$ cat config.mk
export PLATFORM = sky130hd
export DESIGN_NAME = half_adder_rr_arbiter
export DESIGN_NICKNAME = d
export VERILOG_FILES = /design/src/rtl/half_adder_rr_arbiter_pkg.sv /design/src/rtl/half_adder_rr_arbiter_adder.sv /design/src/rtl/half_adder_rr_arbiter.sv
export SDC_FILE = /design/constraint.sdc
export NUM_CORES = 1
export LEC_CHECK = 0
export BUFFER_PORTS_ARGS = -buffer_cell sky130_fd_sc_hd__buf_2
export CAP_MARGIN = 40
export CORE_UTILIZATION = 40
export CTS_CLUSTER_SIZE = 12
export DETAILED_ROUTE_END_ITERATION = 6
export GPL_TIMING_DRIVEN = 0
export PLACE_DENSITY_LB_ADDON = 0.08
export SETUP_SLACK_MARGIN = 0.05
export SLEW_MARGIN = 20
export SYNTH_ARGS = -nofsm -noshare
export SYNTH_HDL_FRONTEND = slang
export SYNTH_SLANG_ARGS = --single-unit
$ cat constraint.sdc
create_clock -name clk -period 5.2 [get_ports clk]
set_clock_uncertainty 0.15 [all_clocks]
set_input_delay 1.04 -clock clk [delete_from_list [all_inputs] [get_ports clk]]
set_output_delay 1.04 -clock clk [all_outputs]
set_load 0.01 [all_outputs]
$ cat src/rtl/half_adder_rr_arbiter_pkg.sv
// Shared types for the round-robin half-adder arbiter: result-register FSM
// states and requester ID encodings.
package half_adder_arb_pkg;

   typedef enum logic {
      ST_EMPTY = 1'b0,
      ST_FULL  = 1'b1
   } resState_t;

   localparam logic ID0 = 1'b0;
   localparam logic ID1 = 1'b1;

endpackage

$ cat src/rtl/half_adder_rr_arbiter_adder.sv
// Combinational WIDTH-bit adder with no carry-in; the MSB carry is exposed
// separately so the sum wraps on overflow.
module param_half_adder #(
   parameter int WIDTH = 4
) (
   input  logic [WIDTH-1:0] a,
   input  logic [WIDTH-1:0] b,
   output logic [WIDTH-1:0] s,
   output logic             cout
);

   assign {cout, s} = {1'b0, a} + {1'b0, b};

endmodule

$ cat src/rtl/half_adder_rr_arbiter.sv
// Two requesters share one param_half_adder through a round-robin arbiter;
// results are registered onto a single valid/ready channel tagged with the ID.
module half_adder_rr_arbiter
   import half_adder_arb_pkg::*;
#(
   parameter int WIDTH = 4,
   parameter int CNT_W = 8
) (
   input  logic             clk,
   input  logic             rst,
   input  logic             req0_valid,
   input  logic [WIDTH-1:0] req0_a,
   input  logic [WIDTH-1:0] req0_b,
   output logic             req0_ready,
   input  logic             req1_valid,
   input  logic [WIDTH-1:0] req1_a,
   input  logic [WIDTH-1:0] req1_b,
   output logic             req1_ready,
   output logic             res_valid,
   input  logic             res_ready,
   output logic [WIDTH-1:0] res_sum,
   output logic             res_cout,
   output logic             res_id,
   output logic [CNT_W-1:0] grant_cnt0,
   output logic [CNT_W-1:0] grant_cnt1
);

   resState_t        r_state;
   resState_t        w_stateNext;
   logic             r_lastGrant;
   logic [WIDTH-1:0] r_sum;
   logic             r_cout;
   logic             r_id;
   logic [CNT_W-1:0] r_grantCnt0;
   logic [CNT_W-1:0] r_grantCnt1;

   logic             w_canAccept;
   logic             w_grant0;
   logic             w_grant1;
   logic             w_grant;
   logic [WIDTH-1:0] w_opA;
   logic [WIDTH-1:0] w_opB;
   logic [WIDTH-1:0] w_sum;
   logic             w_cout;

   // Requester 0 wins a tie when requester 1 held the last grant, and vice versa.
   always_comb begin
      w_canAccept = (r_state == ST_EMPTY) || res_ready;
      w_grant0    = 1'b0;
      w_grant1    = 1'b0;
      if (!rst && w_canAccept) begin
         if (req0_valid && (!req1_valid || (r_lastGrant == ID1))) begin
            w_grant0 = 1'b1;
         end else if (req1_valid) begin
            w_grant1 = 1'b1;
         end
      end
   end

   assign w_grant    = w_grant0 | w_grant1;
   assign req0_ready = w_grant0;
   assign req1_ready = w_grant1;

   assign w_opA = w_grant1 ? req1_a : req0_a;
   assign w_opB = w_grant1 ? req1_b : req0_b;

   param_half_adder #(
      .WIDTH (WIDTH)
   ) u_adder (
      .a    (w_opA),
      .b    (w_opB),
      .s    (w_sum),
      .cout (w_cout)
   );

   always_comb begin
      w_stateNext = r_state;
      case (r_state)
         ST_EMPTY: if (w_grant) w_stateNext = ST_FULL;
         ST_FULL:  if (res_ready && !w_grant) w_stateNext = ST_EMPTY;
         default:  w_stateNext = ST_EMPTY;
      endcase
   end

   always_ff @(posedge clk) begin
      if (rst) begin
         r_state     <= ST_EMPTY;
         r_lastGrant <= ID1;
         r_sum       <= '0;
         r_cout      <= 1'b0;
         r_id        <= ID0;
         r_grantCnt0 <= '0;
         r_grantCnt1 <= '0;
      end else begin
         r_state <= w_stateNext;
         if (w_grant) begin
            r_sum       <= w_sum;
            r_cout      <= w_cout;
            r_id        <= w_grant1 ? ID1 : ID0;
            r_lastGrant <= w_grant1 ? ID1 : ID0;
         end
         // Counters stick at all-ones rather than wrapping.
         if (w_grant0 && (r_grantCnt0 != {CNT_W{1'b1}})) begin
            r_grantCnt0 <= r_grantCnt0 + 1'b1;
         end
         if (w_grant1 && (r_grantCnt1 != {CNT_W{1'b1}})) begin
            r_grantCnt1 <= r_grantCnt1 + 1'b1;
         end
      end
   end

   assign res_valid  = (r_state == ST_FULL);
   assign res_sum    = r_sum;
   assign res_cout   = r_cout;
   assign res_id     = r_id;
   assign grant_cnt0 = r_grantCnt0;
   assign grant_cnt1 = r_grantCnt1;

endmodule

==> flow_summary.toml <==
[outcome]
status = "finished, final reports clean"

[logic_synthesis]
synth-async-reset-ratio_pct = 0
synth_flop_cell = "dfxtp_1"
syn_avg_cell_area_um2 = 8.18
synth_nets = 191
ys_ff_latch = 24
yosys_warnings = 0
synth_top_area_share_pct = 36.0
synth_top_cell_by_area = "dfxtp_1"
ys_seq_area_share_pct = 36.0
ys_top_cells_by_area = "dfxtp_1 36%, nand2_1 8.4%, a21oi_1 6.4%"
netlist_area_mm2 = 0.00133
synth_edf_count = 0
synthCells = 163
synth_cell_types = 38

[global_route]
grt_pass1_wl_um = 4970
grt_pass1_vias = 1172
grt-ovfl-total = 0
grt_max_degree = 13
antenna_found_initial = 0
grt.total_usage_pct = 18.2

[min_path]
hold_path.class = "register to register"
hold_depth = 2

[floorplan]
start_util_pct = 43.0
core-area_mm2 = 0.00310
rows = 20
io_pins = 46
die_w_um = 59.7
dieHeight_um = 59.7
die_area_mm2 = 0.00357

[timing]
rsz0062_at_grt = "false"
fmax_ghz = 0.299
tightest_slew_ns = 0.642
slew_violations = 0
period_minus_slack_ns = 3.35
setup_tns_ns = 0
finalSetupViolations = 0
timing.final.ws_setup_ns = 1.85
finalHoldViolations = 0
min_period_over_period_pct = 64.4
maxSlewHeadroom_pct = 56.8

[layout]
layout.nets = 241
final_cell_mix = "47 x buf_2, 30 x nand2_1, 24 x dfxtp_1"
fill_cells = 323
num_antenna_cells = 0
finalNonFillerCells = 255
fin_area_mm2 = 0.00164
area_growth_syn_to_layout_pct = 22.7
final_common_cell = "buf_2"
layout-drive-gt1-share_pct = 27.5

[placed_design]
placement.io_buffers = 45
dpl.hpwl_um = 2390
postPlaceCellArea_mm2 = 0.00161
gp_congestion = 0.778
dp.cells = 252
dpl_worst_slack_ns = 1.73

[clock_tree]
clock_latency_ns = 0.30
numCtsBuffers = 3
holdBufCountCts = 0
clockRootBuffer = "clkbuf_4"
htree_levels = 1
post_cts_buffers = 0
numClockSinks = 24
cts_tree = "yes"
clockBufferDepth = 2
clk_pin_slew_worst_paths_ns = 0.12
cts_resized = 0

[drt]
num_vias = 1373
wl_per_cell_um = 12.3
drtIter0Drc = 119
dr.pass1.iters = 4
drcViolationCount = 0
routed_wl_um = 3140
viasPerCell = 5.38
antenna_left = 0

[power]
power.leakage_uw = 0.000726
ir_drop_uv = 103
power_density_mw_per_mm2 = 212
p_total_uw = 347

[setup_path]
critPathKind = "input pin to output port"
critPathArrivalTime_ns = 2.16
critPathMaxFanout = 10
reg2regPathDepth = 13
worstSetupEndpointType = "output port"
cp-start-kind = "input pin"
required_ns = 4.01

[run]
drv_cap = 0
cells in the mapped netlist, types with 2 or more instances:
| master | number |
|---|---|
| clkbuf_1 | 3 |
| buf_2 | 2 |
| nand2_1 | 30 |
| nor2b_1 | 3 |
| mux2i_1 | 2 |
| nand3_1 | 8 |
| dfxtp_1 | 24 |
| or3_1 | 2 |
| a21oi_1 | 17 |
| nand4_1 | 3 |
| ha_1 | 6 |
| o311ai_0 | 4 |
| o31ai_1 | 4 |
| o21ai_0 | 7 |
| nor2_1 | 8 |
| o41ai_1 | 5 |
| inv_1 | 8 |
| nand3b_1 | 2 |
| or4_1 | 6 |
cell type report:
class                           count  area (um2)  area share [%]
Clock buffer                        3        22.5            1.38
Tap cell                           44        55.1            3.36
Multi-Input combinational cell    124         787            48.1
Buffer                              6        32.5            1.99
Sequential cell                    24         480            29.4
Inverter                            9        33.8            2.06
Timing Repair Buffer               45         225            13.8
critical path, stage by stage:
cell	delay (ns)
buf_2	0.12
inv_2	0.16
nand4_4	0.13
buf_6	0.17
inv_1	0.12
buf_2	0.25
buf_2	0.17
where the power goes:
group | internal, uW | switching, uW
registers | 192 | 5.19
clock network | 27.0 | 52.3
logic | 31.4 | 39.5
total | 250 | 97.0
state kept, by name, summed over array words and instances (netlist names):
register,cells
res_sum,4
res_id,1
grant_cnt0,8
r_lastGrant,1
res_cout,1
res_valid,1
grant_cnt1,8
metrics by stage:
step,hold slack [ns],util [%]
finish,0.315,52.7
global route,0.331,52.7
CTS,0.320,52.7
detailed placement,0.302,52.0
global placement,0.290,52.0
floorplan,0.326,-
logic make-up after synthesis:
logic type                 after synthesis  synth area share, %
xor gates and xnor gates                 2                 1.31
muxes                                    3                 2.35
and+or+nand+nor                         72                 29.1
DFF                                     24                 36.0
AOI/OAI and AO/OA                       40                 19.1
buffers and inverters                   15                 4.97
adders and majority gates                7                 7.13
per-layer routing:
metal,part of all wire [%],routed length (um),track usage [%]
met5,0,0,0
met4,1.1,36,5.32
met3,4.8,151,2.81
met2,47,1480,30.0
met1,47,1470,24.5
worst paths after layout:
path / from / slack, ns / to
worst max-delay path: rst / 1.85 / req1_ready
worst max register to register: res_valid / 2.59 / res_cout
worst min register to register: res_sum[0] / 0.32 / res_sum[0]
worst min-delay path: res_sum[0] / 0.32 / res_sum[0]
Note: power is estimated with default switching activity, not from simulation.
